### src/rtl/timer_pkg.sv
// Shared types for the down_timer block.
package timer_pkg;

  typedef enum logic [1:0] {
    IDLE   = 2'd0,
    RUN    = 2'd1,
    PAUSED = 2'd2,
    DONE   = 2'd3
  } state_t;

  localparam int DIV_MAX = 255;

endpackage

### src/rtl/tick_gen.sv
// Prescaler: emits a one-cycle tick every DIV enabled cycles and restarts
// its count whenever the enable drops.
module tick_gen
  import timer_pkg::*;
#(
  parameter int DIV = 1
) (
  input  logic clk,
  input  logic nrst,
  input  logic en,
  output logic tick
);

  localparam logic [7:0] LAST = 8'(DIV - 1);

  logic [7:0] r_cnt;

  // Tick is combinational so a pause or abort in the same cycle suppresses it.
  assign tick = en && (r_cnt == LAST);

  // NOTE: sequential state uses non-blocking assignments so every flop samples
  // pre-edge values; blocking here would create order-dependent simulation.
  always_ff @(posedge clk) begin
    if (!nrst || !en) begin
      r_cnt <= '0;
    end else if (r_cnt == LAST) begin
      r_cnt <= '0;
    end else begin
      r_cnt <= r_cnt + 8'd1;
    end
  end

endmodule

### src/rtl/down_timer.sv
// Loadable down-counter with prescaled ticks, pause, abort and auto-reload.
// Inputs resolve as abort > start > pause > tick each cycle.
module down_timer
  import timer_pkg::*;
#(
  parameter int N   = 8,
  parameter int DIV = 1
) (
  input  logic         clk,
  input  logic         nrst,
  input  logic         start,
  input  logic         pause,
  input  logic         abort,
  input  logic         reload,
  input  logic [N-1:0] load_val,
  output logic [N-1:0] count,
  output logic         at_zero,
  output logic         done,
  output logic         busy
);

  localparam logic [N-1:0] ONE = {{(N-1){1'b0}}, 1'b1};

  state_t       r_state;
  state_t       w_state_nxt;
  logic [N-1:0] r_count;
  logic [N-1:0] w_count_nxt;
  logic         r_done;
  logic         w_done_nxt;
  logic         w_en;
  logic         w_tick;

  assign w_en = (r_state == RUN) && !pause && !abort && !start;

  tick_gen #(.DIV(DIV)) u_tick_gen (
    .clk  (clk),
    .nrst (nrst),
    .en   (w_en),
    .tick (w_tick)
  );

  always_ff @(posedge clk) begin
    if (!nrst) begin
      r_state <= IDLE;
      r_count <= '0;
      r_done  <= 1'b0;
    end else begin
      r_state <= w_state_nxt;
      r_count <= w_count_nxt;
      r_done  <= w_done_nxt;
    end
  end

  // NOTE: every output of this block gets a default first, so no path can
  // leave a signal unassigned and infer a latch.
  always_comb begin
    w_state_nxt = r_state;
    w_count_nxt = r_count;
    w_done_nxt  = 1'b0;
    if (abort) begin
      w_state_nxt = IDLE;
      w_count_nxt = '0;
    end else begin
      case (r_state)
        IDLE, DONE: begin
          if (start) begin
            if (load_val != '0) begin
              w_state_nxt = RUN;
              w_count_nxt = load_val;
            end else begin
              w_state_nxt = DONE;
              w_count_nxt = '0;
              w_done_nxt  = 1'b1;
            end
          end
        end
        RUN: begin
          if (pause) begin
            w_state_nxt = PAUSED;
          end else if (w_tick) begin
            if (r_count > ONE) begin
              w_count_nxt = r_count - ONE;
            end else if (reload && (load_val != '0)) begin
              w_count_nxt = load_val;
              w_done_nxt  = 1'b1;
            end else begin
              // Expiry also covers a zero reload value; never wraps below 0.
              w_state_nxt = DONE;
              w_count_nxt = '0;
              w_done_nxt  = 1'b1;
            end
          end
        end
        PAUSED: begin
          if (!pause) begin
            w_state_nxt = RUN;
          end
        end
        default: begin
          w_state_nxt = IDLE;
          w_count_nxt = '0;
        end
      endcase
    end
  end

  assign count   = r_count;
  assign at_zero = (r_count == '0);
  assign done    = r_done;
  assign busy    = (r_state == RUN) || (r_state == PAUSED);

endmodule
### config.mk
export PLATFORM = sky130hd
export DESIGN_NAME = down_timer
export DESIGN_NICKNAME = d
export VERILOG_FILES = /design/src/rtl/timer_pkg.sv /design/src/rtl/tick_gen.sv /design/src/rtl/down_timer.sv
export SDC_FILE = /design/constraint.sdc
export NUM_CORES = 1
export LEC_CHECK = 0
export BUFFER_PORTS_ARGS = -buffer_cell sky130_fd_sc_hd__clkbuf_2
export CORE_UTILIZATION = 48
export CTS_CLUSTER_SIZE = 14
export DETAILED_ROUTE_END_ITERATION = 7
export HOLD_SLACK_MARGIN = 0.05
export PLACE_DENSITY = 0.75
export SLEW_MARGIN = 20
export SYNTH_ARGS = -nofsm -noshare
export SYNTH_HDL_FRONTEND = slang
export SYNTH_SLANG_ARGS = --single-unit
### constraint.sdc
create_clock -name clk -period 2.3 [get_ports clk]
set_clock_uncertainty 0.15 [all_clocks]
set_input_delay 0.115 -clock clk [delete_from_list [all_inputs] [get_ports clk]]
set_output_delay 0.115 -clock clk [all_outputs]
set_load 0.1 [all_outputs]
==> impl_table.tex <==
\begin{tabular}{lr}
\hline
Metric & Value \\
\hline
\multicolumn{2}{l}{\textbf{Run status}} \\
Run status & finished clean \\
\multicolumn{2}{l}{\textbf{Power and ir drop}} \\
Power per cell area & about 550 mW/mm\^{}2 \\
Switching portion of total power & just over 40\% \\
Peak supply drop & 0.496 mV \\
Relative contribution of combinational cells to total power & between 30\% and 40\% \\
Part of the power in the clock network & around a fifth \\
Sequential power share & $\sim$41\% \\
Leakage power figure & 0.653 nW \\
Switching power & between 0.3 and 0.4 mW \\
Internal & about 0.50 mW \\
\multicolumn{2}{l}{\textbf{Global route}} \\
First-pass GRT wire length & slightly below 5000 um \\
Overall Global Routing Usage & 24.8\% \\
Total global routing overflow & 0 \\
Vias in the first global route & about 1100 \\
Antenna violations before repair & 0 \\
Maximum number of pins on one net before global-route repair & 13 \\
\multicolumn{2}{l}{\textbf{Min path}} \\
Hold path startpoint & pause \\
Hold-critical path depth & 3 \\
Destination of the worst hold path & r\_state[0] \\
Worst min-delay path category & input pin to flop \\
\multicolumn{2}{l}{\textbf{Finish}} \\
Fraction of final layout cells sized beyond drive strength 1 & between 30\% and 40\% \\
Synth-to-layout area growth & 36.6\% \\
Seq. cell area & a little under 400 sq um \\
Number of nets at the end of the flow & about 210 \\
Fraction of the core area covered by cells at the end of the flow & a little over two thirds \\
Final design area excluding fillers & between 0.0015 and 0.002 sq mm \\
Area of the multi-input gates & $\sim$800 sq um \\
Filler cells & between 150 and 200 \\
Number of diodes added for antenna fixing & 0 \\
\multicolumn{2}{l}{\textbf{Route}} \\
Number of nets with antenna violations after routing & 0 \\
Detailed-route via count & $\sim$1200 \\
Drt first-iter violations & 36 \\
Average routed wire per standard cell & 14.1 um \\
Total wirelength of the detailed-routed design & between 3000 and 4000 um \\
Pre-antenna DRT Iters & 4 \\
Drt drc & 0 \\
Via density & about 5.8 \\
\multicolumn{2}{l}{\textbf{Setup path}} \\
CP Data Required Time & 2.33 ns \\
CP arrival & around 2.3 ns \\
Total buffers and inverters traversed by the critical path & 1 \\
Depth of the worst register-to-register path & 7 \\
Max Fanout on Critical Path & 4 \\
Cell family with the largest share of critical-path delay & simple AND/OR/NAND/NOR gates \\
Crit path cell chain & inv\_2 > ha\_4 > or4b\_4 > or4\_4 > o31ai\_4 > o2111a\_1 > nor3\_1 \\
Beginning of the worst register-to-register path & u\_tick\_gen.r\_cnt[0] \\
Worst stage delay on the critical path & 0.54 ns \\
Endpoint of the worst register-to-register path & r\_state[1] \\
Kind of critical path & flop to flop \\
Worst setup slack for register-to-register paths & approximately 0.0064 ns \\
Slowest library cell on the worst path & or4\_4 \\
Sort of element at the end of the critical path & flop \\
Worst Setup Start Kind & flop \\
\multicolumn{2}{l}{\textbf{Synthesis}} \\
Post-synthesis sequential area ratio & about a third \\
Biggest area contributors in the synthesized netlist & dfxtp\_1 33\%, ha\_1 7.6\%, nor2\_1 6.2\% \\
Cells after synthesis & 142 \\
Post-synth design cell area & $\sim$0.0011 sq mm \\
Share of the synthesized area in the top cell type & between 30 and 40\% \\
Count of cell types in the netlist & 36 \\
Average cell area after synthesis & slightly above 8 sq um \\
Flip-flop and latch count after synthesis & 19 \\
Yosys Warn Count & 0 \\
Top cell type by total area after synthesis & dfxtp\_1 \\
Post-synth net total & around 160 \\
\multicolumn{2}{l}{\textbf{Timing}} \\
Setup TNS after final layout & 0 ns \\
Max Clk Rate & about 440 MHz \\
Final hold violation count & 0 \\
Final critical-path share of the clock period & roughly 100\% \\
Minimum hold slack & approximately 0.07 ns \\
Actual slew at the worst max-slew pin & 0.551 ns \\
Clock period minus worst slack & $\sim$2.3 ns \\
Slack of the critical path & $\sim$0.0064 ns \\
Max Slew Vio Count & 0 \\
Relative max-transition margin & 63.2\% \\
Setup repair after global routing missed its margin & yes \\
Final setup vio count & 0 \\
\multicolumn{2}{l}{\textbf{Floorplan}} \\
Number of ports placed on the die boundary & 25 \\
Die outline area & 0.00259 sq mm \\
Core box area & around 0.0022 sq mm \\
Initial Util & between 50\% and 60\% \\
Die X-Extent & 50.9 um \\
Die H & roughly 50 um \\
Number of rows created at floorplan & 17 \\
\multicolumn{2}{l}{\textbf{Placement}} \\
Post-detail-place hpwl & 2170 um \\
Setup slack after placement & -0.0943 ns \\
Area after detailed placement & around 0.0014 sq mm \\
Port Buffers & 24 \\
Final RePlAce weighted congestion & between 0.9 and 1 \\
\multicolumn{2}{l}{\textbf{Clocking}} \\
CTS Buf Count & 3 \\
Clk sink count & 19 \\
Number of levels in the clock H-tree & 1 \\
CTS tree & done \\
Insertion delay to the later sink of the worst-skew pair & $\sim$0.3 ns \\
Clock slew at reported path FFs & 0.12 ns \\
Root Buffer & clkbuf\_4 \\
Number of buffers on the longest clock path & 2 \\
\multicolumn{2}{l}{\textbf{Flow run}} \\
Count of maximum capacitance violations & 0 \\
\hline
\end{tabular}
[cells by family after synthesis]
family	Yosys count	share of synthesized area (%)
xor+xnor	9	6.88
simple gates	63	28.9
fa+ha+maj	7	7.64
buf+inv	14	4.59
compound gates	30	18.8
flops	19	33.2
[sequential cells by signal, summed over array words and instances (netlist names)]
| name | cells |
|---|---|
| count | 8 |
| done | 1 |
| r_state | 2 |
| u_tick_gen.r_cnt | 8 |
[per-layer routing]
metal	GRT usage (%)	part of all wire [%]
met5	0	0
met3	3.57	5.8
met4	7.41	1.2
met1	30.8	42
met2	44.0	51
[cell usage in the layout (no fill, tap or decap), types with 3 or more instances in the layout]
master / count
a211oi_1: 3
or2_2: 3
dlygate4sd3_1: 8
nand2_1: 7
nor2_1: 18
dfxtp_2: 4
a21oi_1: 6
a221oi_1: 3
inv_1: 10
ha_1: 6
xor2_1: 3
clkbuf_2: 24
nand3_1: 4
dfxtp_1: 13
clkbuf_4: 3
xnor2_1: 6
nor4_1: 3
nor3_1: 9
buf_4: 10
and3_1: 4
[cell usage after synthesis]
cell type,number
or4b_2,1
a21oi_1,7
nand2_1,7
a31oi_1,2
or2_2,3
o21a_1,1
or4_1,2
a2bb2oi_1,1
nor2b_1,1
nand3_1,4
o2bb2ai_1,1
o41ai_1,2
nand2b_1,2
or3_1,2
and2_1,1
o21ai_1,1
o2111a_1,1
xor2_1,3
nor3_1,9
a221oi_1,4
or4_4,1
dfxtp_1,19
ha_1,7
nand4_1,1
and3_1,4
inv_1,12
nor2_1,19
a211oi_1,3
o22ai_1,1
clkbuf_1,2
a32oi_1,2
nor4_1,5
o31ai_1,3
or4b_4,1
o21ai_0,1
xnor2_1,6
[cell type report]
cell class / instances / area share (%)
multi-input combinational: 109 / 50.4
sequential: 19 / 25.1
timing repair buffer: 42 / 17.6
inverter: 12 / 2.88
tap: 28 / 2.24
clock buffer: 3 / 1.44
clock inverter: 1 / 0.320
[power groups by stage]
stage          sequential [mW]  combinational [mW]  clock (mW)
6_report                 0.354               0.327       0.176
4_1_cts                  0.353               0.316       0.179
2_1_floorplan            0.414               0.180           0
3_3_place_gp             0.360               0.296           0
3_5_place_dp             0.361               0.300           0
5_1_grt                  0.356               0.349       0.195
[worst min-delay path: cells and delay by family]
family,cells,cell delay [ns]
AO/OA/AOI/OAI,1,0.09
buffers and inverters,1,0.11
AND/OR/NAND/NOR,1,0.17
[what timing repair did]
item                                    in CTS  in global routing
endpoints found under the hold margin        8                  0
setup buffers                                2                  0
hold buffers                                 8                  0
gates resized for setup                      9                  6
pin swaps                                    3                  4
cloned                                       0                  0
endpoints found under the setup margin       4                 10
[through the flow]
step / total power [mW] / cells
floorplan: 0.594 / 142
global placement: 0.657 / 200
detailed placement: 0.661 / 200
CTS: 0.848 / 214
global route: 0.900 / 214
finish: 0.858 / 214
[worst max-delay path by stage]
stage | start | to | slack (ns) | cells past startpoint
floorplan | count[5] | count[1] | -0.01 | 5
global placement | u_tick_gen.r_cnt[0] | r_state[1] | -0.04 | 7
detailed placement | u_tick_gen.r_cnt[0] | r_state[1] | -0.09 | 7
CTS | u_tick_gen.r_cnt[0] | count[5] | -0.02 | 6
global route | u_tick_gen.r_cnt[0] | r_state[1] | -0.07 | 7
finish | u_tick_gen.r_cnt[0] | r_state[1] | 0.006 | 7
No activity file was read; power rests on OpenSTA's default activity.
